File: src/rtl/fir_mse_monitor_if.sv
// Sample/result bundle between the FIR pair and the error monitor.
// Ports (slave view): valid_in, y_ref, y_dut in; mse, max_err, mse_valid, win_count out.
interface fir_mse_monitor_if #(
  parameter int unsigned WIDTH = 16
);
  logic                   valid_in;
  logic [WIDTH-1:0]       y_ref;
  logic [WIDTH-1:0]       y_dut;
  logic [2*WIDTH-1:0]     mse;
  logic [WIDTH-1:0]       max_err;
  logic                   mse_valid;
  logic [15:0]            win_count;

  // Source side: drives the sample pair, observes the results.
  modport master (
    output valid_in, y_ref, y_dut,
    input  mse, max_err, mse_valid, win_count
  );

  // Monitor side.
  modport slave (
    input  valid_in, y_ref, y_dut,
    output mse, max_err, mse_valid, win_count
  );
endinterface

File: src/rtl/fir_mse_monitor.sv
// Windowed MSE / peak-absolute-error monitor comparing an approximate FIR output
// against the exact reference FIR output over windows of 2^LOG2_WIN samples.
// Ports: clk, rst (sync, active-high), bus (slave modport of fir_mse_monitor_if):
//   valid_in/y_ref/y_dut in; mse/max_err/mse_valid/win_count out.
module fir_mse_monitor #(
  parameter int unsigned WIDTH    = 16,
  parameter int unsigned LOG2_WIN = 8
) (
  input  logic               clk,
  input  logic               rst,
  fir_mse_monitor_if.slave   bus
);

  localparam int unsigned DW = WIDTH + 1;
  localparam int unsigned SW = 2 * WIDTH;
  localparam int unsigned AW = SW + LOG2_WIN;

  // Stage 1: signed difference at WIDTH+1 bits, then magnitude.
  logic signed [DW-1:0] diff_c;
  logic        [DW-1:0] mag_c;

  always_comb begin
    diff_c = $signed({bus.y_dut[WIDTH-1], bus.y_dut}) - $signed({bus.y_ref[WIDTH-1], bus.y_ref});
    mag_c  = diff_c[DW-1] ? DW'(-diff_c) : DW'(diff_c);
  end

  logic             v1;
  logic [WIDTH-1:0] absd1;

  always_ff @(posedge clk) begin
    if (rst) begin
      v1    <= 1'b0;
      absd1 <= '0;
    end else begin
      v1 <= bus.valid_in;
      // |diff| never exceeds 2^WIDTH-1, so the top bit is always zero here.
      if (bus.valid_in) absd1 <= mag_c[WIDTH-1:0];
    end
  end

  // Stage 2: square, carrying the magnitude alongside for the peak tracker.
  logic             v2;
  logic [SW-1:0]    sq2;
  logic [WIDTH-1:0] absd2;

  always_ff @(posedge clk) begin
    if (rst) begin
      v2    <= 1'b0;
      sq2   <= '0;
      absd2 <= '0;
    end else begin
      v2 <= v1;
      if (v1) begin
        sq2   <= SW'(absd1) * SW'(absd1);
        absd2 <= absd1;
      end
    end
  end

  // Stage 3: accumulate and close windows.
  logic [AW-1:0]       acc;
  logic [WIDTH-1:0]    run_max;
  logic [LOG2_WIN-1:0] cnt;

  logic [AW-1:0]       sum_c;
  logic [WIDTH-1:0]    max_c;
  logic                close_c;

  always_comb begin
    sum_c   = acc + AW'(sq2);
    max_c   = (absd2 > run_max) ? absd2 : run_max;
    close_c = v2 && (cnt == {LOG2_WIN{1'b1}});
  end

  logic [SW-1:0]    mse_q;
  logic [WIDTH-1:0] max_err_q;
  logic             mse_valid_q;
  logic [15:0]      win_count_q;

  always_ff @(posedge clk) begin
    if (rst) begin
      acc         <= '0;
      run_max     <= '0;
      cnt         <= '0;
      mse_q       <= '0;
      max_err_q   <= '0;
      mse_valid_q <= 1'b0;
      win_count_q <= '0;
    end else begin
      mse_valid_q <= 1'b0;
      if (close_c) begin
        // Window sum is bounded by 2^LOG2_WIN*(2^WIDTH-1)^2, so the quotient fits in 2*WIDTH.
        mse_q       <= SW'(sum_c >> LOG2_WIN);
        max_err_q   <= max_c;
        mse_valid_q <= 1'b1;
        acc         <= '0;
        run_max     <= '0;
        cnt         <= '0;
        if (win_count_q != 16'hFFFF) win_count_q <= win_count_q + 16'd1;
      end else if (v2) begin
        acc     <= sum_c;
        run_max <= max_c;
        cnt     <= cnt + LOG2_WIN'(1);
      end
    end
  end

  assign bus.mse       = mse_q;
  assign bus.max_err   = max_err_q;
  assign bus.mse_valid = mse_valid_q;
  assign bus.win_count = win_count_q;

endmodule

File: src/flat_wrapper.sv
// flat-port wrapper written by rule: the top's interface ports become plain ports
module fir_mse_monitor_flat 
#(
  parameter int unsigned WIDTH    = 16,
  parameter int unsigned LOG2_WIN = 8
)
  (clk, rst, bus_valid_in, bus_y_ref, bus_y_dut, bus_mse, bus_max_err, bus_mse_valid, bus_win_count);
  fir_mse_monitor_if #(.WIDTH(WIDTH)) bus_i ();
  input  logic clk;
  input  logic rst;
  input wire logic [$bits(bus_i.valid_in)-1:0] bus_valid_in;
  input wire logic [$bits(bus_i.y_ref)-1:0] bus_y_ref;
  input wire logic [$bits(bus_i.y_dut)-1:0] bus_y_dut;
  output wire logic [$bits(bus_i.mse)-1:0] bus_mse;
  output wire logic [$bits(bus_i.max_err)-1:0] bus_max_err;
  output wire logic [$bits(bus_i.mse_valid)-1:0] bus_mse_valid;
  output wire logic [$bits(bus_i.win_count)-1:0] bus_win_count;
  assign bus_i.valid_in = bus_valid_in;
  assign bus_i.y_ref = bus_y_ref;
  assign bus_i.y_dut = bus_y_dut;
  assign bus_mse = bus_i.mse;
  assign bus_max_err = bus_i.max_err;
  assign bus_mse_valid = bus_i.mse_valid;
  assign bus_win_count = bus_i.win_count;
  fir_mse_monitor #(.WIDTH(WIDTH), .LOG2_WIN(LOG2_WIN)) u_core (.clk(clk), .rst(rst), .bus(bus_i));
endmodule
File: config.mk
export PLATFORM = sky130hd
export DESIGN_NAME = fir_mse_monitor_flat
export DESIGN_NICKNAME = d
export VERILOG_FILES = /design/src/rtl/fir_mse_monitor_if.sv /design/src/rtl/fir_mse_monitor.sv /design/src/flat_wrapper.sv
export SDC_FILE = /design/constraint.sdc
export NUM_CORES = 1
export LEC_CHECK = 0
export CAP_MARGIN = 20
export CELL_PAD_IN_SITES_DETAIL_PLACEMENT = 1
export CELL_PAD_IN_SITES_GLOBAL_PLACEMENT = 1
export CORE_MARGIN = 8
export CORE_UTILIZATION = 43
export DETAILED_ROUTE_END_ITERATION = 7
export PLACE_DENSITY = 0.84
export REMOVE_ABC_BUFFERS = 1
export SETUP_SLACK_MARGIN = 0.1
export SKIP_CTS_REPAIR_TIMING = 1
export SYNTH_ARGS = -nofsm -noshare
export SYNTH_HDL_FRONTEND = slang
export SYNTH_SLANG_ARGS = --single-unit
File: constraint.sdc
create_clock -name clk -period 6.2 [get_ports clk]
set_input_delay 0.62 -clock clk [delete_from_list [all_inputs] [get_ports clk]]
set_output_delay 0.62 -clock clk [all_outputs]
set_load 0.02 [all_outputs]
==> metrics.txt, run 1 <==
Slew headroom=28.62%; # DRC=0; Die X=219.2 microns; fraction of registers with async set/reset=0%; clk sink count=193; DRT iter0 DRCs=925; remaining antenna violation count after routing=0; total number of H-tree levels=4; Mapped Area=~18,000 sq um; via count=15,427; first-pass GRT wire length=84,620 microns; number of diodes=0; Max IR drop VDD=about 0.26 mV; final period demand of the worst path=6.247 ns; initial core utilization=43.47%; GRT overflow=0; Vias/cell=5.695; Seq/Total Area, Yosys=21.77%; f_max=160.1 MHz; routed length per instance=20.85 microns; initial antenna violation count=0; DIE AREA=48,040 sq um; clock-pin slew on the worst setup and hold paths=around 0.09 ns; number of flops mapped to enable cells by yosys=0; CTS buffer count=17; crit end category=register; Worst-Margin Slew=1.067 ns; worst hold-check path type=reg2reg; clk_skew=0.01754 ns; Yosys warning count=0; RD Place Congestion=~0.88; CP Cell Sequence=and2_4 > inv_1 > fa_1 > inv_1 > fa_1 > inv_2 > fa_1 > inv_2 > fa_1 > fa_1 > inv_1 > fa_1 > inv_2 > ha_4 > a21o_1 > a31oi_1 > nor2b_2 > o21ai_2 > a311oi_2 > o31ai_2 > a21oi_2 > nor4b_4 > or4_1; detailed placement HPWL=39,400 microns; setup violators final=2; Ports=100; final setup margin=-0.04681 ns; layout cell share with drive strength beyond 1=10.38%; CTS max path bufs=2; Crit Path Class=reg2reg; cell area after layout=between 20,000 and 25,000 sq um; setup_tns=-0.05093 ns; Slowest cell on crit path=fa_1; status=finished with violations; largest net degree at the start of global routing=between 80 and 90; Syn Inst Count=approximately 2,100; count of different cell masters after synthesis=71; Core ar.=40,830 sq um; failing checks=negative setup slack; LEAKAGE=~0.0095 uW; Top cell by count, worst path=fa_1; Root Driver=clkbuf_16; first-pass iteration count of the detailed router=5; pre-CTS setup slack=-0.2689 ns; PortBufs=99; pwr/cell area=284.9 nW/um^2; final worst path period share=100.8%; # rows=74; Max FO, Critical Path=6; ys flop type=dfxtp_1; total track usage=21.59%; Final nets=2,530; CTS tree=yes; final wirelength=56,490 microns; placed inst area=19,520 sq um; die height=219.2 microns; Startpoint Class=register; RSZ-0062 raised after global routing=yes; max-slew violations=0; clk_lat worst skew=0.48 ns; Layout area overhead=17.05%; FF+latch count, synth=193; Required @ worst endpoint=approximately 6.6 ns; Final Hold Vio Count=0; WP data arrival=6.61 ns; vias in the first global route=16,421; largest stage delay on the critical path=0.58 ns; Max Cap Viol=0; fillcell total=4,716; Hold Worst Slack=0.4562 ns; mean post-synth cell area=8.588 sq um
[routing by layer]
| metal | vias to the layer above | GRT usage, % | part of all wire [%] |
|---|---|---|---|
| li1 | 7062 | - | - |
| met1 | 7689 | 25.64 | 40 |
| met2 | 496 | 38.58 | 50 |
| met3 | 180 | 2.933 | 4.5 |
| met4 | 0 | 9.319 | 4.8 |
| met5 | - | 0 | 0 |
[cell families (layout without fill, tap and decap cells)]
family                     after synthesis  count (layout)  share of synthesized area [%]
and+or+nand+nor                        555             555                          14.46
muxes                                   79              79                          4.462
DFF                                    193             193                          21.77
adders and majority gates              331             331                          30.27
AOI/OAI and AO/OA                      393             393                          14.87
xor gates and xnor gates               113             113                          5.576
buffers and inverters                  403             513                          8.599
[worst paths after layout]
kind                                   from                              to  slack (ns)  cells after the start
min          u_core.bus.mse[2]$_SDFFE_PP0P_  u_core.bus.mse[2]$_SDFFE_PP0P_        0.46                      2
min reg2reg  u_core.bus.mse[2]$_SDFFE_PP0P_  u_core.bus.mse[2]$_SDFFE_PP0P_        0.46                      2
max reg2reg    u_core.absd1[5]$_SDFFE_PP0P_     u_core.sq2[25]$_SDFFE_PP0P_       -0.05                     23
max            u_core.absd1[5]$_SDFFE_PP0P_     u_core.sq2[25]$_SDFFE_PP0P_       -0.05                     23
[state kept, by name, summed over array words and instances (netlist names), 8 cells and up]
signal / count
u_core.acc: 40
u_core.cnt: 8
u_core.bus.win_count: 16
u_core.absd2: 16
u_core.bus.mse: 32
u_core.sq2: 30
u_core.run_max: 16
u_core.absd1: 16
u_core.bus.max_err: 16
[cell type report]
class | instances | area, sq um | share of cell area [%]
Inverter | 311 | 1171 | 5.637
Sequential cell | 193 | 3916 | 18.85
Timing Repair Buffer | 170 | 1628 | 7.835
Clock inverter | 14 | 198.9 | 0.9575
Multi-Input combinational cell | 1471 | 12760 | 61.41
Tap cell | 532 | 665.6 | 3.204
Clock buffer | 18 | 439.2 | 2.114
[placed cells by master, fill, tap and decap left out, drive strengths merged, types with 12 or more instances in the layout]
master and n:
a211oi 39, a21o 44, a21oi 110, and2 49, and3 12, buf 72, clkbuf 18, clkdlybuf4s50 98
dfxtp 193, fa 164, ha 167, inv 315, mux2i 78, nand2 178, nand3 42, nand4 14
nor2 172, nor2b 13, nor3 24, o21a 14, o21ai 67, o31ai 25, xnor2 68, xor2 45
[report_power, final]
group          total [uW]  internal, uW  switching (uW)
Sequential           1400          1310            82.5
Combinational        3290          1360            1930
Clock                1240           662             575
[cell usage after synthesis, types with 7 or more instances]
master | number | share of area (%)
ha_1 | 167 | 12
o21ai_0 | 61 | 1.7
nand2_1 | 177 | 3.7
a21o_1 | 44 | 1.9
dfxtp_1 | 193 | 22
xor2_1 | 45 | 2.2
a21oi_1 | 110 | 3.1
fa_1 | 164 | 18
and4_1 | 7 | 0.35
and2_1 | 49 | 1.7
clkbuf_1 | 78 | 1.6
inv_1 | 311 | 6.6
mux2i_1 | 78 | 4.4
and3_1 | 12 | 0.42
o21bai_1 | 8 | 0.34
nand4_1 | 14 | 0.49
nand3_1 | 42 | 1.2
o31ai_1 | 23 | 0.97
nand2b_1 | 11 | 0.39
nor2b_1 | 13 | 0.46
o21a_1 | 14 | 0.59
buf_1 | 9 | 0.19
nor2_1 | 172 | 3.6
a211oi_1 | 38 | 1.6
a22o_1 | 11 | 0.54
xnor2_1 | 68 | 3.4
or3_1 | 11 | 0.39
nor3_1 | 23 | 0.65
a31oi_1 | 10 | 0.35
[per-stage QoR]
step | power [uW] | instances | utilization [%]
2_1_floorplan | 3236 | 1975 | -
3_3_place_gp | 3912 | 2662 | 47.78
3_5_place_dp | 4118 | 2663 | 47.82
4_1_cts | 5423 | 2695 | 49.38
5_1_grt | 6252 | 2709 | 50.89
6_report | 5919 | 2709 | 50.89
[worst max-delay path: cells and delay by family, from the launching register on]
kind,cells,cell delay (ns)
adder cells (fa/ha/maj),7,3.33
AND/OR/NAND/NOR,4,0.79
AO/OA/AOI/OAI,6,1.22
flip-flops,1,0.41
buffers and inverters,6,0.37
Note: power is estimated with default switching activity, not from simulation.
==> run 2, diff against run 1 <==
--- a/config.mk
+++ b/config.mk
@@ -8,10 +8,10 @@
 export CAP_MARGIN = 20
 export CELL_PAD_IN_SITES_DETAIL_PLACEMENT = 1
 export CELL_PAD_IN_SITES_GLOBAL_PLACEMENT = 1
-export CORE_MARGIN = 8
-export CORE_UTILIZATION = 43
+export CORE_MARGIN = 2
+export CORE_UTILIZATION = 51
 export DETAILED_ROUTE_END_ITERATION = 7
-export PLACE_DENSITY = 0.84
+export PLACE_DENSITY = 0.93
 export REMOVE_ABC_BUFFERS = 1
 export SETUP_SLACK_MARGIN = 0.1
 export SKIP_CTS_REPAIR_TIMING = 1
==> constraint.sdc (replaced) <==
create_clock -name clk -period 8 [get_ports clk]
set_input_delay 0.8 -clock clk [delete_from_list [all_inputs] [get_ports clk]]
set_output_delay 0.8 -clock clk [all_outputs]
set_load 0.02 [all_outputs]
==> metrics.txt, run 2 (synthesis gave the netlist of run 1 again) <==
Final nets=about 2,500; clk_lat worst skew=0.47 ns; fillcell total=4,034; final period demand of the worst path=7.508 ns; f_max=133.2 MHz; first-pass GRT wire length=90,020 microns; clk_skew=0.01147 ns; Vias/cell=5.960; RSZ-0062 raised after global routing=no; commonest non-fill, non-tap cell in the layout=inv_1; PortBufs=just under 100; die height=190.6 microns; final core occ=57.19%; Layout area overhead=10.75%; RD Place Congestion=0.8844; Startpoint Class=register; Max FO, Critical Path=20; CTS max path bufs=2; pwr/cell area=about 210 nW/um^2; total track usage=31.73%; Worst-Margin Slew=roughly 1.1 ns; initial core utilization=51.64%; Max IR drop VDD=about 0.17 mV; GRT overflow=0; setup_tns=0 ns; initial antenna violation count=0; worst hold-check path type=reg2reg; most frequent cells in the layout=inv_1, dfxtp_1, nand2_1; Max Cap Viol=0; total number of H-tree levels=4; via count=~15,000; first-pass iteration count of the detailed router=5; routed length per instance=21.92 microns; Reg area=about 3900 sq um; DRT iter0 DRCs=1,059; # DRC=0; final worst path period share=~94%; detailed placement HPWL=40,500 microns; crit end category=register; remaining antenna violation count after routing=0; final wirelength=between 50,000 and 60,000 microns; Reg with most FFs=u_core.acc; setup violators final=0; Hold Worst Slack=0.4575 ns; layout cell share with drive strength beyond 1=~3.4%; Largest register FFs=40; Core ar.=34,370 sq um; clock-pin slew on the worst setup and hold paths=about 0.08 ns; Crit Path Class=reg2reg; DIE AREA=36,310 sq um; R2R setup slack=about 0.5 ns; Die X=around 190 microns; number of diodes=0; vias in the first global route=16,837; CTS buffer count=17; max-slew violations=0; Required @ worst endpoint=8.34 ns; # rows=just under 70; clk sink count=193; largest net degree at the start of global routing=79; CTS tree=yes; Ports=100; area of the multi-input gates=roughly 12,000 sq um; LEAKAGE=between 0.009 and 0.01 uW; Final Hold Vio Count=0; WP data arrival=7.85 ns; Root Driver=clkbuf_16; status=completed; Slew headroom=29.86%
-- run 2: layer usage --
layer	GRT usage, %	vias to the layer above	share of wire (%)
met4	18.37	0	6.1
met1	34.86	7613	38
met2	57.55	583	51
li1	-	6926	-
met5	0	-	0
met3	5.355	231	5.0
-- run 2: through the flow --
stage	cells	worst slack, ns	total power, uW	area, sq um
after floorplan	1975	1.835	2508	17390
final	2576	0.4919	4102	19660
after CTS	2575	0.6424	4078	19650
after detailed placement	2543	0.8008	3118	19080
after global routing	2576	0.1720	4341	19660
after global placement	2542	1.179	2914	19060
-- run 2: final timing paths --
check                                 startpoint                             end  cells after the start
hold reg to reg   u_core.bus.mse[4]$_SDFFE_PP0P_  u_core.bus.mse[4]$_SDFFE_PP0P_                      2
setup / recovery    u_core.absd1[4]$_SDFFE_PP0P_     u_core.sq2[25]$_SDFFE_PP0P_                     20
setup reg to reg    u_core.absd1[4]$_SDFFE_PP0P_     u_core.sq2[25]$_SDFFE_PP0P_                     20
hold / removal    u_core.bus.mse[4]$_SDFFE_PP0P_  u_core.bus.mse[4]$_SDFFE_PP0P_                      2
-- run 2: critical path: stages (launching register included) --
cell,delay [ns]
dfxtp_1,0.94
nand2_1,0.18
fa_1,0.64
fa_1,0.59
inv_1,0.07
fa_1,0.54
fa_1,0.49
fa_1,0.59
inv_1,0.07
fa_1,0.54
inv_1,0.06
ha_1,0.43
and4_1,0.30
nand3_1,0.11
o31ai_1,0.30
o21ai_1,0.16
a311oi_1,0.38
o31ai_1,0.14
a21oi_1,0.21
nor4_1,0.07
or4_1,0.56
-- run 2: report_power, final --
| part | internal, uW | switching (uW) | total [uW] |
|---|---|---|---|
| registers | 1020 | 95.0 | 1110 |
| logic | 805 | 1310 | 2120 |
| clock network | 457 | 419 | 875 |
-- run 2: layout make-up --
| class | count | share of cell area, % |
|---|---|---|
| clock buffers | 22 | 2.412 |
| flip-flops and latches | 193 | 19.67 |
| repair buffers | 114 | 5.639 |
| multi-input cells | 1471 | 62.95 |
| well taps | 455 | 2.896 |
| inverters | 311 | 5.938 |
| clock inverters | 10 | 0.4964 |
